--- config.mk ---
export PLATFORM = sky130hd
export DESIGN_NAME = tdoa_collector_flat
export DESIGN_NICKNAME = d
export VERILOG_FILES = /design/src/rtl/tdoa_pkg.sv /design/src/rtl/tdoa_collector_if.sv /design/src/rtl/tdoa_min_seq.sv /design/src/rtl/tdoa_collector.sv /design/src/flat_wrapper.sv
export SDC_FILE = /design/constraint.sdc
export NUM_CORES = 1
export LEC_CHECK = 0
export CORE_AREA = 8 8 137 267
export DETAILED_ROUTE_END_ITERATION = 8
export DIE_AREA = 0 0 145 275
export DONT_BUFFER_PORTS = 1
export PLACE_DENSITY = 0.58
export SLEW_MARGIN = 20
export SYNTH_ARGS = -nofsm -noshare
export SYNTH_HDL_FRONTEND = slang
export SYNTH_SLANG_ARGS = --single-unit
--- constraint.sdc ---
create_clock -name clk -period 6.7 [get_ports clk]
set_clock_uncertainty 0.15 [all_clocks]
set_input_delay 1.34 -clock clk [delete_from_list [all_inputs] [get_ports clk]]
set_output_delay 1.34 -clock clk [all_outputs]
set_load 0.03 [all_outputs]
--- src/rtl/tdoa_pkg.sv ---
// Shared types and helpers for the TDOA collector: FSM encoding, default
// time width and the wrap-safe arrival-order compare.
package tdoa_pkg;

  typedef enum logic [2:0] {
    IDLE    = 3'd0,
    COLLECT = 3'd1,
    FIND    = 3'd2,
    DIFF    = 3'd3,
    PRESENT = 3'd4,
    RELEASE = 3'd5
  } state_t;

  localparam int TW_DEF = 32;
  localparam int IW     = 3;

  // a is earlier than b iff (a-b) is negative at tw bits; the shift moves
  // bit tw-1 of the difference into the top bit so any tw up to 64 works.
  function automatic logic earlier(input logic [63:0] a, input logic [63:0] b,
                                   input int tw);
    logic [63:0] d;
    d = (a - b) << (64 - tw);
    return d[63];
  endfunction

endpackage

--- src/rtl/tdoa_collector_if.sv ---
// Threshold-side and host-side signals of the TDOA collector.
// slave = collector, master = Threshold stages plus record consumer.
interface tdoa_collector_if #(
  parameter int N_CH = 3,
  parameter int TW   = 32
);
  logic [N_CH-1:0]         ch_valid;
  logic [N_CH-1:0][TW-1:0] ch_time;
  logic [N_CH-1:0]         ch_ack;
  logic                    out_valid;
  logic                    out_ack;
  logic [2:0]              out_ref;
  logic [N_CH-1:0]         out_mask;
  logic [N_CH-1:0][TW-1:0] out_delta;

  modport slave (
    input  ch_valid, ch_time, out_ack,
    output ch_ack, out_valid, out_ref, out_mask, out_delta
  );

  modport master (
    output ch_valid, ch_time, out_ack,
    input  ch_ack, out_valid, out_ref, out_mask, out_delta
  );
endinterface

--- src/rtl/tdoa_min_seq.sv ---
// Sequential earliest-channel search: one channel per step, masked channels
// only, strict compare so the lower index wins a tie.
import tdoa_pkg::*;

module tdoa_min_seq #(
  parameter int N_CH = 3,
  parameter int TW   = TW_DEF
) (
  input  logic                    clk,
  input  logic                    rst,
  input  logic                    clr_i,
  input  logic                    step_i,
  input  logic [IW-1:0]           idx_i,
  input  logic [N_CH-1:0][TW-1:0] times_i,
  input  logic [N_CH-1:0]         mask_i,
  output logic [IW-1:0]           ref_o,
  output logic [TW-1:0]           ref_time_o
);

  logic          have_q;
  logic [IW-1:0] best_idx_q;
  logic [TW-1:0] best_time_q;
  logic [TW-1:0] cur_time;
  logic          cur_mask;
  logic          take;

  always_comb begin
    cur_time = '0;
    cur_mask = 1'b0;
    for (int i = 0; i < N_CH; i++) begin
      if (idx_i == IW'(i)) begin
        cur_time = times_i[i];
        cur_mask = mask_i[i];
      end
    end
  end

  assign take = step_i && cur_mask &&
                (!have_q || earlier(64'(cur_time), 64'(best_time_q), TW));

  always_ff @(posedge clk) begin
    if (rst || clr_i) begin
      have_q      <= 1'b0;
      best_idx_q  <= '0;
      best_time_q <= '0;
    end else if (take) begin
      have_q      <= 1'b1;
      best_idx_q  <= idx_i;
      best_time_q <= cur_time;
    end
  end

  assign ref_o      = best_idx_q;
  assign ref_time_o = best_time_q;

endmodule

--- src/rtl/tdoa_collector.sv ---
// Collects one detect_time per channel, picks the earliest as reference and
// presents per-channel deltas. Optional window timeout: TDOA_COLLECTOR_TIMEOUT_EN.
import tdoa_pkg::*;

module tdoa_collector #(
  parameter int N_CH   = 3,
  parameter int TW     = TW_DEF,
  parameter int WINDOW = 1000
) (
  input  logic            clk,
  input  logic            rst,
  tdoa_collector_if.slave bus
);

  localparam logic [IW-1:0] LAST = IW'(N_CH - 1);

  state_t                  state_q;
  logic [N_CH-1:0]         mask_q, mask_d, cap;
  logic [N_CH-1:0][TW-1:0] time_q, delta_q;
  logic [IW-1:0]           idx_q, ref_idx;
  logic [TW-1:0]           ref_time;
  logic                    out_valid_q;
  logic [2:0]              out_ref_q;
  logic [N_CH-1:0]         out_mask_q;
  logic                    win_hit;

`ifdef TDOA_COLLECTOR_TIMEOUT_EN
  localparam int CW = (WINDOW > 1) ? $clog2(WINDOW) : 1;
  logic [CW-1:0] win_q;
  assign win_hit = (win_q == CW'(WINDOW - 1));
`else
  assign win_hit = 1'b0;
`endif

  // Only unmasked channels capture, and only while gathering.
  assign cap    = (state_q == IDLE || state_q == COLLECT) ? (bus.ch_valid & ~mask_q) : '0;
  assign mask_d = mask_q | cap;

  tdoa_min_seq #(.N_CH(N_CH), .TW(TW)) u_min (
    .clk        (clk),
    .rst        (rst),
    .clr_i      (state_q == COLLECT),
    .step_i     (state_q == FIND),
    .idx_i      (idx_q),
    .times_i    (time_q),
    .mask_i     (mask_q),
    .ref_o      (ref_idx),
    .ref_time_o (ref_time)
  );

  always_ff @(posedge clk) begin
    if (rst) begin
      state_q     <= IDLE;
      mask_q      <= '0;
      time_q      <= '0;
      delta_q     <= '0;
      idx_q       <= '0;
      out_valid_q <= 1'b0;
      out_ref_q   <= '0;
      out_mask_q  <= '0;
`ifdef TDOA_COLLECTOR_TIMEOUT_EN
      win_q       <= '0;
`endif
    end else begin
      for (int i = 0; i < N_CH; i++)
        if (cap[i]) time_q[i] <= bus.ch_time[i];
      mask_q <= mask_d;
      case (state_q)
        IDLE: begin
          if (|cap) state_q <= COLLECT;
`ifdef TDOA_COLLECTOR_TIMEOUT_EN
          win_q <= '0;
`endif
        end
        // Full-mask exit looks at the registered mask, giving the fixed
        // 2*N_CH+1 latency from the completing capture.
        COLLECT: begin
`ifdef TDOA_COLLECTOR_TIMEOUT_EN
          win_q <= win_q + 1'b1;
`endif
          if (&mask_q || win_hit) begin
            state_q <= FIND;
            idx_q   <= '0;
          end
        end
        FIND: begin
          idx_q <= idx_q + 1'b1;
          if (idx_q == LAST) begin
            idx_q   <= '0;
            state_q <= DIFF;
          end
        end
        DIFF: begin
          for (int i = 0; i < N_CH; i++)
            if (idx_q == IW'(i))
              delta_q[i] <= mask_q[i] ? (time_q[i] - ref_time) : '0;
          idx_q <= idx_q + 1'b1;
          if (idx_q == LAST) begin
            idx_q       <= '0;
            state_q     <= PRESENT;
            out_valid_q <= 1'b1;
            out_ref_q   <= ref_idx;
            out_mask_q  <= mask_q;
          end
        end
        PRESENT: begin
          if (bus.out_ack) begin
            out_valid_q <= 1'b0;
            state_q     <= RELEASE;
          end
        end
        RELEASE: begin
          mask_q  <= '0;
          state_q <= IDLE;
        end
        default: state_q <= IDLE;
      endcase
    end
  end

  // Ack whatever Threshold stages are asserting now, stale ones included.
  assign bus.ch_ack    = (state_q == RELEASE) ? bus.ch_valid : '0;
  assign bus.out_valid = out_valid_q;
  assign bus.out_ref   = out_ref_q;
  assign bus.out_mask  = out_mask_q;
  assign bus.out_delta = delta_q;

endmodule

--- src/flat_wrapper.sv ---
// flat-port wrapper written by rule: the top's interface ports become plain ports
module tdoa_collector_flat 
#(
  parameter int N_CH   = 3,
  parameter int TW     = TW_DEF,
  parameter int WINDOW = 1000
)
  (clk, rst, bus_ch_valid, bus_ch_time, bus_out_ack, bus_ch_ack, bus_out_valid, bus_out_ref, bus_out_mask, bus_out_delta);
  tdoa_collector_if #(.N_CH(N_CH), .TW(TW)) bus_i ();
  input  logic clk;
  input  logic rst;
  input wire logic [$bits(bus_i.ch_valid)-1:0] bus_ch_valid;
  input wire logic [$bits(bus_i.ch_time)-1:0] bus_ch_time;
  input wire logic [$bits(bus_i.out_ack)-1:0] bus_out_ack;
  output wire logic [$bits(bus_i.ch_ack)-1:0] bus_ch_ack;
  output wire logic [$bits(bus_i.out_valid)-1:0] bus_out_valid;
  output wire logic [$bits(bus_i.out_ref)-1:0] bus_out_ref;
  output wire logic [$bits(bus_i.out_mask)-1:0] bus_out_mask;
  output wire logic [$bits(bus_i.out_delta)-1:0] bus_out_delta;
  assign bus_i.ch_valid = bus_ch_valid;
  assign bus_i.ch_time = bus_ch_time;
  assign bus_i.out_ack = bus_out_ack;
  assign bus_ch_ack = bus_i.ch_ack;
  assign bus_out_valid = bus_i.out_valid;
  assign bus_out_ref = bus_i.out_ref;
  assign bus_out_mask = bus_i.out_mask;
  assign bus_out_delta = bus_i.out_delta;
  tdoa_collector #(.N_CH(N_CH), .TW(TW), .WINDOW(WINDOW)) u_core (.clk(clk), .rst(rst), .bus(bus_i));
endmodule
* Word level (Yosys, flattened, before mapping)
Index checks and enable logic that the tools add are counted.
** Storage, ports and cells
- Output and inout port bits :: 106
- Word-level logic and storage cells :: 78
- Bits of input ports :: 102
- Register bits :: 244
** Cells by class
- Add/subtract/negate cells :: 5
- Mux-type cells :: 23
- Reductions and logical operators :: 20
- Equality and inequality tests :: 12
- Bitwise gates (word level) :: 3
** Operator list (number)
- two-way mux 32 bit :: 6
- subtractor 32 bit :: 4
- two-way mux 3 bit :: 9
- case mux 3 bit (5 select lines) :: 1
- equality test 3 x 2 -> 1 bit (second input constant) :: 3
- AND reduction 2 bit :: 4
- equality test 3 x 1 -> 1 bit (second input constant) :: 2
- equality test 3 bit (second input constant) :: 2
- logical NOT 3 bit :: 2
- inequality test 2 x 1 -> 1 bit (second input constant) :: 3
- case mux 3 bit (2 select lines) :: 1
- AND reduction 3 bit :: 2
- two-way mux 1 bit :: 5
- AND reduction 5 bit :: 1
- inequality test 2 bit (second input constant) :: 2
- nonzero test 2 bit :: 2
- OR reduction 2 bit :: 2
- adder 3 x 1 -> 3 bit (second input constant) :: 1
- bitwise AND 3 bit :: 1
- logical OR 1 bit :: 3
- NOT 3 bit :: 1
- OR 3 bit :: 1
- OR reduction 3 bit :: 1
- logical AND 1 bit :: 2
- other kinds (2) :: 2

* Longest topological paths before layout
- Depth after elaboration :: 7
- Gate-level depth with buffers :: 19
- Depth with buffers taken out :: 14

* Modules after synthesis
A second synthesis with hierarchy kept.
** Second synthesis, totals
- Cell total of the unflattened synthesis :: 2011
- Area, all modules :: 15351.0 µm²
** Modules (own cells, without submodules)
- tdoa_collector :: sequential area each 4164.0 µm², cells an instance 1587, times used 1, area an instance 12241.7 µm²
- tdoa_min_seq :: sequential area each 720.7 µm², cells an instance 424, times used 1, area an instance 3109.2 µm²

* Least setup slack after synthesis
OpenSTA, ideal clock, no wires.
- Path kind :: register to register
- Start point :: reg u_core.idx_q[1]
- End point :: reg u_core.u_min.best_time_q[10], in the netlist u_core.u_min.ref_time_o[10]
- Data arrival time :: 3619 ps
- Setup time :: 125 ps
- Setup slack :: 2806 ps
- Path buffers :: 5
- Required time :: 6425 ps
- Cell stages (with the launch flop) :: 20
- Clock period less this slack :: 3894 ps
- Cell sequence :: dfxtp_1 > buf_4 > clkbuf_1 > buf_2 > mux2i_1 > nor2_1 > a21oi_1 > nor2_1 > ha_1 > a21oi_1 > o211ai_2 > or3b_1 > a211oi_2 > o31ai_1 > or3_1 > and3_1 > buf_6 > buf_12 > mux2i_1 > nor2_1
** Between the ends
- Cells in the longest elaborated chain, start to end :: 7
- Elaborated cells between the ends (all ways) :: 13
- Classes of those cells :: 1 x add/sub; 2 x eq/ne; 6 x mux; 4 x reduce/logical
** RTL lines
- start, declared :: line tdoa_collector.sv:20 : logic [IW-1:0] idx_q, ref_idx;
- start signal, assigned :: line tdoa_collector.sv:87 : idx_q <= idx_q + 1'b1;
- start signal, assigned :: line tdoa_collector.sv:97 : idx_q <= idx_q + 1'b1;
- logical NOT 3 bit :: line tdoa_min_seq.sv:31 : if (idx_i == IW'(i)) begin
- two-way mux 32 bit (2 in series) :: line tdoa_min_seq.sv:31
- two-way mux 32 bit (*) :: line tdoa_min_seq.sv:31
- via u_core.u_min.cur_time[20] :: line tdoa_min_seq.sv:23 : logic [TW-1:0] cur_time;
- subtractor 32 bit (*) :: line tdoa_pkg.sv:22 : d = (a - b) << (64 - tw);
- logical OR 1 bit (*) :: line tdoa_min_seq.sv:39 : (!have_q || earlier(64'(cur_time), 64'(best_time_q), TW));
- logical AND 1 bit (*) :: line tdoa_min_seq.sv:38 : assign take = step_i && cur_mask &&
- end signal, assigned :: line tdoa_min_seq.sv:49 : best_time_q <= cur_time;
- end, declared :: line tdoa_min_seq.sv:22 : logic [TW-1:0] best_time_q;
Mark *: on every way through the listed nets, which the timed path passes. The rest lies on a longest branch.
A chain may end at the register's enable or synchronous reset.

* Final worst setup path
- Start point :: reg u_core.idx_q[0]
- End point :: reg u_core.u_min.best_time_q[8], in the netlist u_core.u_min.ref_time_o[8]
Same word-level chain as after synthesis.

==> metrics <==
Antenna Violating Nets Remaining 0; Worst Path Max Fanout 34; Total Power 0.00402 W; Post-Syn Nets 2089; Mean Syn Cell Area 7.92 um2; final-report setup violation count 0; H-tree depth 1; io pins 208; NumNets Final 2037; Crit. End Element flop; Worst path depth 14; Netlist Area Pre-Place 14700 um2; Num Clock Sinks 244; CTS Buffer Depth 3; most frequent CP cell nor2_1; Initial DRC Count 669; die height 275 um; max-cap viol count 0; Post-CTS Resized 0; worst-margin pin slew 1.12 ns; via count 12800; cts bufs inserted 24; gp weighted congestion 0.902; setup_tns 0 ns; Period minus WS final 4.48 ns; DP Wirelength 35.9 mm; number of setup buffers added after CTS 0; Fin. Hold Viols 0; initial antenna violation count 0; first-pass GRT wire length 71.4 mm; Reg area 4890 um2; WL/cell 20.3 um; Cells after Synth 1861; Ant. Diodes 0; Reg-to-Reg Start u_core.idx_q[0]; largest net degree at the start of global routing 167; CP peak stage delay 0.94 ns; critical path launch point u_core.idx_q[0]; clk slew on worst S/H paths 0.06 ns; Pleak 6.18 nW; Relative slew margins 25.2%; Crit path arrival time 4.71 ns; Congestion Overflow GR 0; Crit path required time 6.93 ns; Rows 95; most frequent cells in the layout nand2_1 (309), a21oi_1 (250), dfxtp_1 (243), nor2_1 (187), ha_1 (123); outcome finished, final reports clean; Cell Area, Placed 14900 um2; Pwr per Cell Area 255 nW/um2; Syn-to-layout area delta 6.98%; final cycle utilization of the critical path 66.8%; critical-path cell list nor2b_2, buf_4, a21oi_1, nor2_1, ha_1, a21oi_2, a2bb2oi_1, or3b_1, a211oi_2, o31ai_1, nand3_1, and3_2, mux2i_1, nor2_1; CP max stage cell and3_2; Skew-Pair Late Insertion Delay 0.54 ns; Worst Hold Class flop to flop; VDD IR max 0.217 mV; CP endpoint u_core.u_min.ref_time_o[8]; Starting Density 44.5%; HP Start u_core.time_q[93]; crit path launch type flop; final instance area 15800 um2; fraction of registers with async set/reset 0%; Worst Path Class, Setup flop to flop; CP top delay family simple AND/OR/NAND/NOR gates; Via density 5.67; clock root cell clkbuf_16; Post-CTS Hold Buffers 0; synth warn 0; Synth Flop Type dfxtp_1; CTS tree done; EDFF count, synth 0; RSZ-0062 raised after global routing false; overall global routing resource usage 22.3%; R2R depth 14; PortBufs 0; leading cell type in the layout, fill and taps excluded nand2_1; Buffers & Inverters on Critical Path 1; Worst R2R End u_core.u_min.ref_time_o[8]; area of the multi-input gates 9200 um2; DRC 0; fillers 3318; Netlist cell types 82; Yosys reg bits 244; first-pass detailed-route iteration total 5; number of global-route vias before repair 12700; full die area 39900 um2; maximum clock rate 223 MHz; layout cells sized above 1 4.76%; Routed WL 45.9 mm; r2r setup slk 2.22 ns; pins over their slew limit 0; sequential share of the synthesized area 33.1%; Core Area 33200 um2; die width 145 um
## state kept, by name (all words and copies together) (netlist names)
signal and cells:
u_core.bus.out_delta 96, u_core.time_q 96, u_core.u_min.ref_time_o 32, u_core.bus.out_mask 3, u_core.bus.out_ref 3, u_core.idx_q 3, u_core.mask_q 3, u_core.state_q 3
u_core.u_min.ref_o 3, u_core.bus.out_valid 1, u_core.u_min.have_q 1
## power by group
part | switching (W) | leakage (nW) | total, W | internal, W
registers | 0.0000729 | 1.98 | 0.00157 | 0.00150
clock network | 0.000598 | 0.407 | 0.00142 | 0.000818
logic | 0.000614 | 3.79 | 0.00103 | 0.000418
## cell usage after synthesis (4+ instances only)
cell / number / area share [%]
nand3_1: 24 / 0.81
and4_1: 4 / 0.24
nand2b_1: 15 / 0.64
or4_1: 5 / 0.25
o21a_1: 18 / 0.92
clkbuf_1: 68 / 1.7
buf_2: 6 / 0.20
mux2i_1: 69 / 4.7
a32o_1: 5 / 0.34
a31oi_1: 13 / 0.55
ha_1: 123 / 10
a211oi_1: 11 / 0.56
a211o_1: 5 / 0.30
nor2_1: 188 / 4.8
buf_1: 4 / 0.10
xnor2_1: 43 / 2.6
or3_1: 19 / 0.81
a21oi_1: 250 / 8.5
and2_1: 4 / 0.17
a21o_1: 42 / 2.1
inv_1: 54 / 1.4
o21ai_1: 33 / 1.1
o21bai_1: 15 / 0.76
nand2_1: 309 / 7.9
nand4_1: 7 / 0.30
and3_1: 10 / 0.42
dfxtp_1: 244 / 33
o211ai_1: 6 / 0.31
nor4_1: 6 / 0.25
xor2_1: 36 / 2.1
a22o_1: 17 / 1.0
nor3_1: 34 / 1.2
nor2b_1: 13 / 0.55
o21ai_0: 47 / 1.6
or2_2: 5 / 0.21
a22oi_1: 27 / 1.4
o31ai_1: 8 / 0.41
## worst min-delay path: stages (launching register included)
cell,delay [ns]
dfxtp_1,0.32
nand2_1,0.06
a21oi_1,0.05
## worst min-delay path by stage
stage                            end  slack, ns  cells past startpoint
2_1_floorplan  u_core.bus.out_ref[2]       0.28                      2
3_3_place_gp   u_core.bus.out_ref[2]       0.31                      2
3_5_place_dp       u_core.time_q[93]       0.32                      2
4_1_cts            u_core.time_q[93]       0.33                      2
5_1_grt        u_core.bus.out_ref[2]       0.36                      2
6_report           u_core.time_q[93]       0.33                      2
## cell families (layout without fill, tap and decap cells)
family	Yosys count	count (layout)	synth area share, %
AO/OA/AOI/OAI	541	541	22.8
XOR/XNOR	80	80	4.80
adder cells (fa/ha/maj)	126	126	10.8
buffers and inverters	148	113	4.65
flip-flops	244	244	33.1
multiplexers	69	69	4.68
AND/OR/NAND/NOR	653	653	19.0
## final cells by class
class	instances	area share, %
inverter	56	1.33
clock inverter	10	0.769
timing repair buffer	14	0.666
sequential	244	31.0
tap	436	3.46
multi-input combinational	1469	58.3
clock buffer	33	4.47
## layer usage
layer | up-vias | wire, um | GRT usage, %
li1 | 6453 | - | -
met1 | 5947 | 19800 | 27.4
met2 | 350 | 21400 | 37.7
met3 | 76 | 3040 | 4.33
met4 | 0 | 1700 | 9.18
met5 | - | 0 | 0
## through the flow
stage	hold WS [ns]	util (%)	worst slack (ns)	std cells
2_1_floorplan	0.276	-	2.81	1861
3_3_place_gp	0.312	45.1	2.32	2219
3_5_place_dp	0.320	45.1	2.23	2219
4_1_cts	0.328	47.6	2.22	2262
5_1_grt	0.356	47.6	1.90	2262
6_report	0.330	47.6	2.22	2262
Note: power is estimated with default switching activity, not from simulation.
